File: config.mk
export PLATFORM = sky130hd
export DESIGN_NAME = divisor_parametrico
export DESIGN_NICKNAME = d
export VERILOG_FILES = /design/src/rtl/divisor_parametrico.sv
export SDC_FILE = /design/constraint.sdc
export NUM_CORES = 1
export LEC_CHECK = 0
export ABC_CLOCK_PERIOD_IN_PS = 6500
export CAP_MARGIN = 20
export CORE_UTILIZATION = 60
export CTS_BUF_LIST = sky130_fd_sc_hd__clkbuf_8
export DETAILED_ROUTE_END_ITERATION = 8
export PLACE_DENSITY = 0.82
export REMOVE_ABC_BUFFERS = 1
export SLEW_MARGIN = 5
export SYNTH_ARGS = -nofsm -noshare
export SYNTH_HDL_FRONTEND = slang
export SYNTH_SLANG_ARGS = --single-unit
File: constraint.sdc
create_clock -name CLK -period 6.5 [get_ports CLK]
set_input_delay 1.3 -clock CLK [delete_from_list [all_inputs] [get_ports CLK]]
set_output_delay 1.3 -clock CLK [all_outputs]
set_load 0.05 [all_outputs]
File: src/rtl/divisor_parametrico.sv
// rtl/divisor_parametrico.sv - multi-cycle restoring divider, signed/unsigned, TAMANYO-bit operands
module divisor_parametrico #(
  parameter int TAMANYO = 32
) (
  input  logic               CLK,
  input  logic               RSTn,
  input  logic               START,
  input  logic               SIGNO,
  input  logic [TAMANYO-1:0] NUM,
  input  logic [TAMANYO-1:0] DEN,
  output logic [TAMANYO-1:0] COC,
  output logic [TAMANYO-1:0] RES,
  output logic               DONE,
  output logic               DIV0,
  output logic               BUSY
);

  localparam int W  = TAMANYO;
  localparam int CW = (W > 1) ? $clog2(W) : 1;

  typedef enum logic [1:0] {
    IDLE = 2'd0,
    CALC = 2'd1,
    CORR = 2'd2,
    FIN  = 2'd3
  } state_t;

  state_t        state;
  logic [CW-1:0] cnt;
  logic          signo_r;
  logic          neg_q;
  logic          neg_r;
  logic [W-1:0]  rem;
  logic [W-1:0]  quo;
  logic [W-1:0]  den_r;

  logic          num_neg;
  logic          den_neg;
  logic [W-1:0]  num_abs;
  logic [W-1:0]  den_abs;

  // Working remainder is one bit wider than the operands: after the shift it
  // can reach 2*den-1, which overflows W bits when den has its MSB set.
  logic [W:0]    shifted;
  logic          fits;
  logic [W-1:0]  diff_lo;
  logic [W-1:0]  rem_nxt;
  logic [W-1:0]  quo_nxt;

  // Operand magnitudes; in unsigned mode the raw values pass through untouched
  always_comb begin
    num_neg = SIGNO & NUM[W-1];
    den_neg = SIGNO & DEN[W-1];
    num_abs = num_neg ? (~NUM + 1'b1) : NUM;
    den_abs = den_neg ? (~DEN + 1'b1) : DEN;
  end

  // One restoring step: shift in the next dividend bit, subtract if it fits.
  // When it fits the true difference is below den_r, so the low W bits are exact.
  always_comb begin
    shifted = {rem, quo[W-1]};
    fits    = (shifted >= {1'b0, den_r});
    diff_lo = shifted[W-1:0] - den_r;
    rem_nxt = fits ? diff_lo : shifted[W-1:0];
    quo_nxt = {quo[W-2:0], fits};
  end

  // Control FSM and all result registers; outputs change only on state transitions
  always_ff @(posedge CLK or negedge RSTn) begin
    if (!RSTn) begin
      state   <= IDLE;
      cnt     <= '0;
      signo_r <= 1'b0;
      neg_q   <= 1'b0;
      neg_r   <= 1'b0;
      rem     <= '0;
      quo     <= '0;
      den_r   <= '0;
      COC     <= '0;
      RES     <= '0;
      DONE    <= 1'b0;
      DIV0    <= 1'b0;
      BUSY    <= 1'b0;
    end else begin
      case (state)
        IDLE: begin
          DONE <= 1'b0;
          if (START) begin
            BUSY <= 1'b1;
            if (DEN == '0) begin
              // Divide-by-zero short-circuits straight to completion
              COC   <= '1;
              RES   <= NUM;
              DIV0  <= 1'b1;
              DONE  <= 1'b1;
              state <= FIN;
            end else begin
              signo_r <= SIGNO;
              neg_q   <= num_neg ^ den_neg;
              neg_r   <= num_neg;
              quo     <= num_abs;
              den_r   <= den_abs;
              rem     <= '0;
              cnt     <= CW'(W - 1);
              state   <= CALC;
            end
          end
        end

        CALC: begin
          rem <= rem_nxt;
          quo <= quo_nxt;
          if (cnt == '0) begin
            state <= CORR;
          end else begin
            cnt <= cnt - CW'(1);
          end
        end

        CORR: begin
          // Truncation toward zero: quotient sign from XOR, remainder follows dividend
          COC   <= (signo_r && neg_q) ? (~quo + 1'b1) : quo;
          RES   <= (signo_r && neg_r) ? (~rem + 1'b1) : rem;
          DIV0  <= 1'b0;
          DONE  <= 1'b1;
          state <= FIN;
        end

        FIN: begin
          DONE  <= 1'b0;
          BUSY  <= 1'b0;
          state <= IDLE;
        end

        default: begin
          DONE  <= 1'b0;
          BUSY  <= 1'b0;
          state <= IDLE;
        end
      endcase
    end
  end

endmodule

-- Word-level counts from Yosys, hierarchy flattened
Index checks and enable logic that the tools add are counted.
- output and inout port bits: 67
- bits in registers: 173
- word-level logic and storage cells: 84
- bits of input ports: 68
- bitwise logic cells: 8
- $lt $le $gt $ge: 1
- add/subtract/negate cells: 6
- reductions and logical operators: 15
- eq/ne operators: 8
- mux-type cells: 33
- operators by type and width (operator ; number):
    2-to-1 mux 32 bit ; 13
    case mux 32 bit (2 select lines) ; 4
    adder 32 x 1 -> 32 bit (second input constant) ; 4
    NOT 32 bit ; 4
    greater-or-equal comparator 33 x 32 -> 1 bit ; 1
    zero test 32 bit ; 1
    subtractor 32 bit ; 1
    2-to-1 mux 5 bit ; 3
    != test 2 bit (second input constant) ; 5
    case mux 5 bit (2 select lines) ; 1
    AND reduction 3 bit ; 3
    case mux 2 bit (4 select lines) ; 1
    2-to-1 mux 2 bit ; 3
    nonzero test 2 bit ; 3
    zero test 5 bit ; 1
    2-to-1 mux 1 bit ; 5
    subtractor 5 x 1 -> 5 bit (second input constant) ; 1
    == test 2 bit (second input constant) ; 2
    case mux 1 bit (2 select lines) ; 2
    AND reduction 2 bit ; 2
    AND reduction 4 bit ; 1
    case mux 1 bit (3 select lines) ; 1
    nonzero test 3 bit ; 1
    AND 1 bit ; 2
    5 further kinds ; 6

-- Longest topological paths before layout
- depth in word-level cells: 6
- gate-level depth with buffers: 13
- mapped depth without buffers: 13

-- Worst setup path before layout
OpenSTA, ideal clock, no wires.
- kind: input-to-reg
- from: in DEN[7]
- to: reg COC[25]
- path slack: 2810 ps
- stages: 10
- setup time: 123 ps
- required time: 6377 ps
- arrival: 3567 ps
- buffers on the path: 2
- cell sequence: or4_1 nor4b_2 nand4_1 nor3_1 and2_1 mux2_2 buf_2 and2_1 buf_4 a21oi_1
- word-level cells in the longest chain between the ends: 3
- ends and longest elaborated chain (item ; RTL line ; RTL):
    start, declared ; 10 ; input logic [TAMANYO-1:0] DEN,
    zero test 32 bit ; 90 ; if (DEN == '0) begin
    != test 2 bit (no source line) ; -- ;
    AND reduction 3 bit (no source line) ; -- ;
    end signal, assigned ; 122 ; COC <= (signo_r && neg_q) ? (~quo + 1'b1) : quo;
    end, declared ; 11 ; output logic [TAMANYO-1:0] COC,
No other way between the ends.
A chain may end at the register's enable or synchronous reset.

-- Worst setup path in the final report
- from: in DEN[6]
- to: reg rem[29]
- word-level cells in the longest chain between the ends: 3
- ends and longest elaborated chain (item ; RTL line ; RTL):
    zero test 32 bit ; 90 ;
    != test 2 bit (no source line) ; -- ;
    AND reduction 3 bit (no source line) ; -- ;
    end signal, assigned ; 111 ; rem <= rem_nxt;
    end, declared ; 33 ; logic [W-1:0] rem;
No other way between the ends.

==> qor.csv <==
stage,metric,value,unit
yosys,synthArstFlopShare,1.000,
cts,cts_buffer_depth,2,
global_routing,grtUsageMet1,0.3961,
min_path,hp-start,den_r[24],
cts,worst_skew_pair.late_latency,0.47,ns
run,maxCapViolations,0,
yosys,synth.most_common_cell,nand2_1,
sta,worst_slew_pin_slew,1.056,ns
global_routing,top_usage_layer,met2,
yosys,synthTopCellsByArea,"dfrtp_1, o21ai_0, nand2_1",
floorplan,dieArea,20230,sq um
routing,drtAntennaViolNets,0,
min_path,min_to,den_r[24],
cells_and_area,diodes,0,
floorplan,die_h,142.2,microns
critical_path,rr_worst_depth,13,
critical_path,r2r_slack,2.54,ns
floorplan,boundaryPins,135,
place,routabilityCongestion,0.9396,
routing,drc_errors,0,
min_path,min_path_type,reg2reg,
sta,slew_headroom,0.2860,
global_routing,grt_pass1_wl,47.80,mm
routing,vias_per_cell,5.850,
yosys,seq_area_frac_synth,0.3668,
routing,vias,10570,
sta,finalSetupViolCount,0,
critical_path,start_kind,primary input,
routing,dr.pass1.iters,5,
cts,clock-sinks,173,
critical_path,r2r-start,quo[31],
yosys,ys.flop_type,dfrtp_1,
cts,cts_made_buffers,17,
critical_path,worstSetupPathType,in2reg,
sta,hold_slack,0.4857,ns
routing,drtIter0Drc,833,
yosys,synth_edf_count,0,
floorplan,core-area,19020,sq um
global_routing,grtUsageMet3,0.04441,
place,io_buffers,134,
yosys,synth_top_area_share,0.3668,
sta,fmax,0.2036,GHz
sta,report.final.slew_viol_count,0,
yosys,post_synth.cell_area_avg,8.133,sq um
global_routing,antenna_found_initial,0,
min_path,worstHoldPathCells,2,
global_routing,grt_max_degree,107,
cts,clock-root-buffer,clkbuf_8,
sta,period_needed,4.912,ns
cells_and_area,area_growth,15.48,%
yosys,yosysUniqueCellTypes,67,
sta,rsz0062_at_grt,false,
critical_path,r2r-end,rem[30],
yosys,synth_common_cells,"nand2_1, o21ai_0, dfrtp_1",
cts,htree_levels,4,
routing,wl,28.59,mm
sta,clock_skew,0.008724,ns
critical_path,arrival,5.25,ns
power_and_ir_drop,powerDensity,415.6,nW/um^2
cts,cts_tree,built,
sta,min_period_over_period,0.7557,
yosys,synth_top_area_cell,dfrtp_1,
power_and_ir_drop,peakVddDrop,195.5,uV
critical_path,critPathCaptureType,register,
cts,ctsHoldBuffers,0,
power_and_ir_drop,p_leak,5.925,nW
cts,ctsResizeCount,0,
global_routing,grt-ovfl-total,0,
global_routing,grt_pass1_vias,9818,
yosys,syn_inst,1451,
cts,clkTransAtPathRegs,0.09,ns
critical_path,cp.required,6.84,ns
sta,finalHoldViolCount,0,
floorplan,initial_utilization,0.6205,
global_routing,grtUsageTotal,0.2950,
yosys,synth_seq_cells,173,
cells_and_area,finalNetCount,1647,
critical_path,cp_max_fo,30,
status,status,finished clean,
yosys,yosysWarnings,0,
cells_and_area,final_layout_size_suffix_gt1_frac,0.04396,
global_routing,grt_use_met2,0.4997,
cts,postCtsSetupRepairBufs,0,
routing,avgRoutedWirePerCell,15.82,microns
yosys,synth_area,11800,sq um
place,dp_hpwl,21.40,mm
floorplan,rows,50,
floorplan,die_w,142.2,microns
sta,fin_tns_setup,0,ns
[routing by layer]
layer  vias up  wire length [microns]
met4         0                    367
li1       5249                      -
met2       352                  14000
met3        39                   1491
met1      4931                  12740
met5         -                      0
[metrics by stage]
step | utilization | setup slack, ns | instances | area, sq um | total power [mW]
final | 0.7166 | 1.588 | 1807 | 13630 | 5.663
after CTS | 0.7160 | 1.567 | 1806 | 13620 | 5.662
after floorplan | - | 1.647 | 1371 | 11470 | 3.948
after global placement | 0.6967 | 1.254 | 1775 | 13250 | 4.837
after detailed placement | 0.6967 | 1.098 | 1775 | 13250 | 4.942
after global routing | 0.7166 | 1.299 | 1807 | 13630 | 6.075
[sequential cells by signal, summed over array words and instances, names as in the netlist, 2 cells and up]
register	cells
COC	32
RES	32
den_r	32
quo	32
rem	32
cnt	5
state	2
[critical path, stage by stage]
cell and delay [ns]:
clkdlybuf4s50_1 0.48, or4_1 0.60, nor4b_2 0.52, nand4_1 0.29, nor3_1 0.40, or2_2 0.31, o21ai_2 0.07, buf_4 0.24
nand2_1 0.66, or2_1 0.25, o211ai_1 0.12
[layout make-up]
| class | instances | area (sq um) |
|---|---|---|
| clock buffer | 18 | 247.7 |
| inverter | 59 | 221.5 |
| multi-input combinational | 1139 | 6944 |
| clock inverter | 13 | 118.9 |
| tap | 260 | 325.3 |
| fill | 1553 | 5390 |
| sequential | 173 | 4329 |
| timing repair buffer | 145 | 1441 |
[kinds of logic after synthesis]
kind of cell    share of synthesized area
simple gates                       0.1856
compound gates                     0.2127
flops                              0.3668
xor+xnor                           0.1069
buf+inv                           0.04654
fa+ha+maj                         0.04729
mux                               0.03414
[placed cells by master (no fill, tap or decap), drive strengths merged, types with 11 or more instances in the layout]
| cell type | netlist | layout |
|---|---|---|
| a21o | 14 | 14 |
| a21oi | 107 | 107 |
| a31oi | 26 | 26 |
| buf | 22 | 12 |
| clkbuf | 58 | 18 |
| clkdlybuf4s50 | 0 | 133 |
| dfrtp | 173 | 173 |
| ha | 43 | 43 |
| inv | 59 | 61 |
| mux2i | 38 | 38 |
| nand2 | 211 | 211 |
| nand3 | 18 | 18 |
| nand4 | 18 | 18 |
| nor2 | 120 | 120 |
| nor3 | 23 | 23 |
| nor4 | 11 | 11 |
| o21ai | 206 | 206 |
| o31ai | 24 | 24 |
| or3 | 19 | 19 |
| or4 | 11 | 11 |
| xnor2 | 66 | 66 |
| xor2 | 78 | 78 |
[worst max path at each step]
stage | start | slack (ns) | to
after floorplan | DEN[7] | 1.65 | cnt[0]
after global placement | DEN[6] | 1.25 | rem[29]
after detailed placement | DEN[6] | 1.10 | rem[29]
after CTS | DEN[6] | 1.57 | rem[29]
after global routing | DEN[6] | 1.30 | rem[29]
final | DEN[6] | 1.59 | rem[29]
[power by group]
part | total, mW | internal, mW | leakage, nW | switching [mW]
logic | 3.16 | 1.08 | 3.66 | 2.08
clock network | 0.721 | 0.312 | 0.177 | 0.409
registers | 1.78 | 1.47 | 2.09 | 0.307
total | 5.66 | 2.86 | 5.93 | 2.80
(Power assumes the default switching activity.)
==> RTL edit 1: new RTL, same flow settings <==
Set the parameter `TAMANYO` to 16 (it was 32).
--- a/src/rtl/divisor_parametrico.sv
+++ b/src/rtl/divisor_parametrico.sv
@@ -1,6 +1,6 @@
 // rtl/divisor_parametrico.sv - multi-cycle restoring divider, signed/unsigned, TAMANYO-bit operands
 module divisor_parametrico #(
-  parameter int TAMANYO = 32
+  parameter int TAMANYO = 16
 ) (
   input  logic               CLK,
   input  logic               RSTn,
Interface: changed (resized COC, DEN, NUM and RES); port bits go from 135 to 71. The function was not compared with the original's and may differ.
==> RTL edit 1 against the unedited design <==
  * Wire length fell by 44%
  * Register-to-register slack improved by 0.87 ns
  * Worst setup slack better by 1.1 ns
  * Synthesized cell count down 49%
  * Combinational power down 19%
  * Synthesized area down 47%
  * First-iteration DRC count down 48%
  * Sequential share of layout area rose by 0.36 points
  * Final cell count shrank 49%
  * Sequential cell count down 81
  * Total power shrank 29%
  * Cell area is 47% lower
  * Die area is 46% lower
  * Highest routed layer unchanged
==> RTL edit 1: results (changes against the unedited design) <==
- Status: complete, no violations (unchanged)
- Pre-CTS setup slack: 2.35 ns (was 1.10 ns)
- Post-route cell area: 7170 um2 (was 13600 um2)
- Slowest CP cell: nor2_4 (was nand2_1)
- Multi-input logic portion of the cell area: 0.508 (was 0.510)
- Reg2reg start: rem[5] (was quo[31])
- Seq/Total Area, Yosys: 0.366 (was 0.367)
- Dpl cell area: 6980 um2 (was 13300 um2)
- Clock Latency Late Sink: 0.38 ns (was 0.47 ns)
- # fillers: 805 (was 1553)
- Inverters: 35 (was 59)
- Max incr delay on CP: 0.74 ns (was 0.66 ns)
- Fraction of area in clock buffers and inverters: 0.0244 (was 0.0269)
- Seq cells: 92 (was 173)
- FF-to-FF End: rem[3] (was rem[30])
- Via count of the first global-routing pass: 5401 (was 9818)
- Number of non-clock buffers: 76 (was 145)
- Critical Path Sink: quo[5] (was rem[29])
- Largest net degree at the start of global routing: 55 (was 107)
- Final #Nets: 850 (was 1647)
- Utilization after layout: 0.700 (was 0.717)
- DRT iter0 DRCs: 437 (was 833)
- Crit-path max FO: 47 (was 30)
- H-tree depth: 3 (was 4)
- Final cell count without fillers: 928 (was 1807)
- Final hold slack: 0.486 ns (about the same)
- Number of cells on the worst reg-to-reg path: 7 (was 13)
- Wire per inst: 17.1 um (was 15.8 um)
- Worst EP arrival: 4.05 ns (was 5.25 ns)
- Post-Syn Instances: 742 (was 1451)
- Sequential share of cell area: 0.321 (was 0.318)
- DP HPWL: 12000 um (was 21400 um)
- Worst hold start: RES[7] (was den_r[24])
- Max IR drop VDD: 374 uV (was 196 uV)
- Register-to-register setup slack: 3.41 ns (was 2.54 ns)
- # clk buffers: 9 (was 18)
- Vias/cell: 6.08 (was 5.85)
- Hold Path Sink: RES[7] (was den_r[24])
- Worst slew pin tran: 0.947 ns (was 1.06 ns)
- Final Cycle Share: 0.581 (was 0.756)
- Most frequent cells after synthesis: nand2_1, dfrtp_1, o21ai_0, nor2_1, a21oi_1 (was nand2_1, o21ai_0, dfrtp_1, nor2_1, a21oi_1)
- Multi-input gates: 573 (was 1139)
- Buffers on Ports: 70 (was 134)
-- RTL edit 1: cell families after synthesis --
family	count (synthesis)	share of synthesized area
xor+xnor	65	0.0904
simple gates	245	0.188
flops	92	0.366
fa+ha+maj	27	0.0549
buf+inv	77	0.0561
mux	16	0.0256
compound gates	220	0.220
-- RTL edit 1: power by group --
group          switching [mW]  leakage (nW)  internal [mW]
Clock                   0.223        0.0914          0.141
Sequential              0.269          1.09          0.835
Combinational            1.62          1.86          0.950
Total                    2.11          3.03           1.93
-- RTL edit 1: layer usage --
layer,vias up,track usage,share of wire,routed length [um]
li1,2727,-,-,-
met1,2665,0.413,0.44,6960
met2,216,0.501,0.48,7630
met3,30,0.0338,0.060,957
met4,0,0.113,0.021,337
met5,-,0,0,0
-- RTL edit 1: tightest hold or removal path, cell delays in order (launching register included) --
cell and delay [ns]:
dfrtp_1 0.35, nand2_1 0.04, o21ai_0 0.06
==> RTL edit 2: new RTL, same flow settings <==
Made on the original files. Register the inputs `START`, `SIGNO`, `NUM` and `DEN` before use, cleared by the reset. The logic sees them one clock later.
--- a/src/rtl/divisor_parametrico.sv
+++ b/src/rtl/divisor_parametrico.sv
@@ -25,6 +25,25 @@
     FIN  = 2'd3
   } state_t;
 
+  logic START_q;
+  logic SIGNO_q;
+  logic [TAMANYO-1:0] NUM_q;
+  logic [TAMANYO-1:0] DEN_q;
+
+  always_ff @(posedge CLK or negedge RSTn) begin
+    if (!RSTn) begin
+      START_q <= '0;
+      SIGNO_q <= '0;
+      NUM_q   <= '0;
+      DEN_q   <= '0;
+    end else begin
+      START_q <= START;
+      SIGNO_q <= SIGNO;
+      NUM_q   <= NUM;
+      DEN_q   <= DEN;
+    end
+  end
+
   state_t        state;
   logic [CW-1:0] cnt;
   logic          signo_r;
@@ -49,10 +68,10 @@
 
   // Operand magnitudes; in unsigned mode the raw values pass through untouched
   always_comb begin
-    num_neg = SIGNO & NUM[W-1];
-    den_neg = SIGNO & DEN[W-1];
-    num_abs = num_neg ? (~NUM + 1'b1) : NUM;
-    den_abs = den_neg ? (~DEN + 1'b1) : DEN;
+    num_neg = SIGNO_q & NUM_q[W-1];
+    den_neg = SIGNO_q & DEN_q[W-1];
+    num_abs = num_neg ? (~NUM_q + 1'b1) : NUM_q;
+    den_abs = den_neg ? (~DEN_q + 1'b1) : DEN_q;
   end
 
   // One restoring step: shift in the next dividend bit, subtract if it fits.
@@ -85,17 +104,17 @@
       case (state)
         IDLE: begin
           DONE <= 1'b0;
-          if (START) begin
+          if (START_q) begin
             BUSY <= 1'b1;
-            if (DEN == '0) begin
+            if (DEN_q == '0) begin
               // Divide-by-zero short-circuits straight to completion
               COC   <= '1;
-              RES   <= NUM;
+              RES   <= NUM_q;
               DIV0  <= 1'b1;
               DONE  <= 1'b1;
               state <= FIN;
             end else begin
-              signo_r <= SIGNO;
+              signo_r <= SIGNO_q;
               neg_q   <= num_neg ^ den_neg;
               neg_r   <= num_neg;
               quo     <= num_abs;
Check against the original RTL: not equivalent (Yosys sat finds a counterexample within 4 cycles, from zero or initial values and one cycle with RSTn low).
==> RTL edit 2 against the unedited design <==
  * The flow now finishes with violations (DRC)
  * Sequential power is 38% higher
  * Cell area is 17% higher
  * Wire length is 17% higher
  * Count of clock-buffer cells in the layout is 34 higher
  * Non-clock buffer count is 1 higher
  * Worst setup slack better by 0.94 ns
  * Critical path depth is 1 lower
  * Via count is 9.1% higher
  * Sequential cell count is 66 higher
  * Total power is 51% higher
  * Synthesized area is 15% higher
  * Worst hold slack worse by 0.011 ns
==> RTL edit 2: results (changes against the unedited design) <==
- DRC Markers: 8 (was 0)
- Hold Path Sink: den_r[26] (was den_r[24])
- GRT met1 Usage: 0.387 (was 0.396)
- Slowest CP cell: a21boi_4 (was nand2_1)
- Clock Latency Late Sink: 0.57 ns (was 0.47 ns)
- Seq/Total Area, Yosys: 0.440 (was 0.367)
- Post-synth cell types: 71 (was 67)
- GR Util All Layers: 0.293 (was 0.295)
- Via count: 11533 (was 10571)
- Status: finished, violations left (was complete, no violations)
- Core area: 22000 um2 (was 19000 um2)
- Pre-CTS setup slack: 2.60 ns (was 1.10 ns)
- NetSw: 4.08 mW (was 2.80 mW)
- Final #Nets: 1751 (was 1647)
- GP Congestion: 0.925 (was 0.940)
- Critical path's top delay family: compound AO/OA/AOI/OAI gates (was simple AND/OR/NAND/NOR gates)
- Clock Tree Buf Depth: 3 (was 2)
- Synth area leaders: dfrtp_1, o21ai_0, nand2_1, xnor2_1, a21oi_1 (was dfrtp_1, o21ai_0, nand2_1, xor2_1, xnor2_1)
- Reg power frac: 0.287 (was 0.314)
- DR pass1 iterations: 9 (was 5)
- Multi-input logic portion of the cell area: 0.445 (was 0.510)
- Most frequent cell after synthesis: dfrtp_1 (was nand2_1)
- GR Layer Usage met2: 0.491 (was 0.500)
- Violated checks: DRC
- # clk buffers: 52 (was 18)
==> RTL edit 2: changes by cell type in the layout (fill, tap and decap cells not counted), moves of 18 or more <==
cell	before	now
a31oi_1	26	44
clkbuf_8	18	52
o21ai_0	204	179
dfrtp_1	173	239
nand2_1	211	179
nor2_1	119	141
==> RTL edit 2: cells by family after synthesis <==
group,synth area share
AOI/OAI and AO/OA,0.199
muxes,0.0274
DFF,0.440
xor gates and xnor gates,0.0876
adders and majority gates,0.0410
and+or+nand+nor,0.163
buffers and inverters,0.0419
==> RTL edit 2: through the flow <==
step           cells  utilization  cell area (um2)  hold slack, ns
3_5_place_dp    1877        0.685            15100           0.469
3_3_place_gp    1877        0.685            15100           0.462
2_1_floorplan   1451            -            13300           0.450
6_report        1949        0.724            15900           0.475
4_1_cts         1949        0.724            15900           0.482
5_1_grt         1949        0.724            15900           0.491
==> RTL edit 2: metal layers <==
metal	routed length, um	vias to the layer above
met3	1880	64
met4	867	0
met1	14700	5452
met5	0	-
li1	-	5660
met2	15900	357
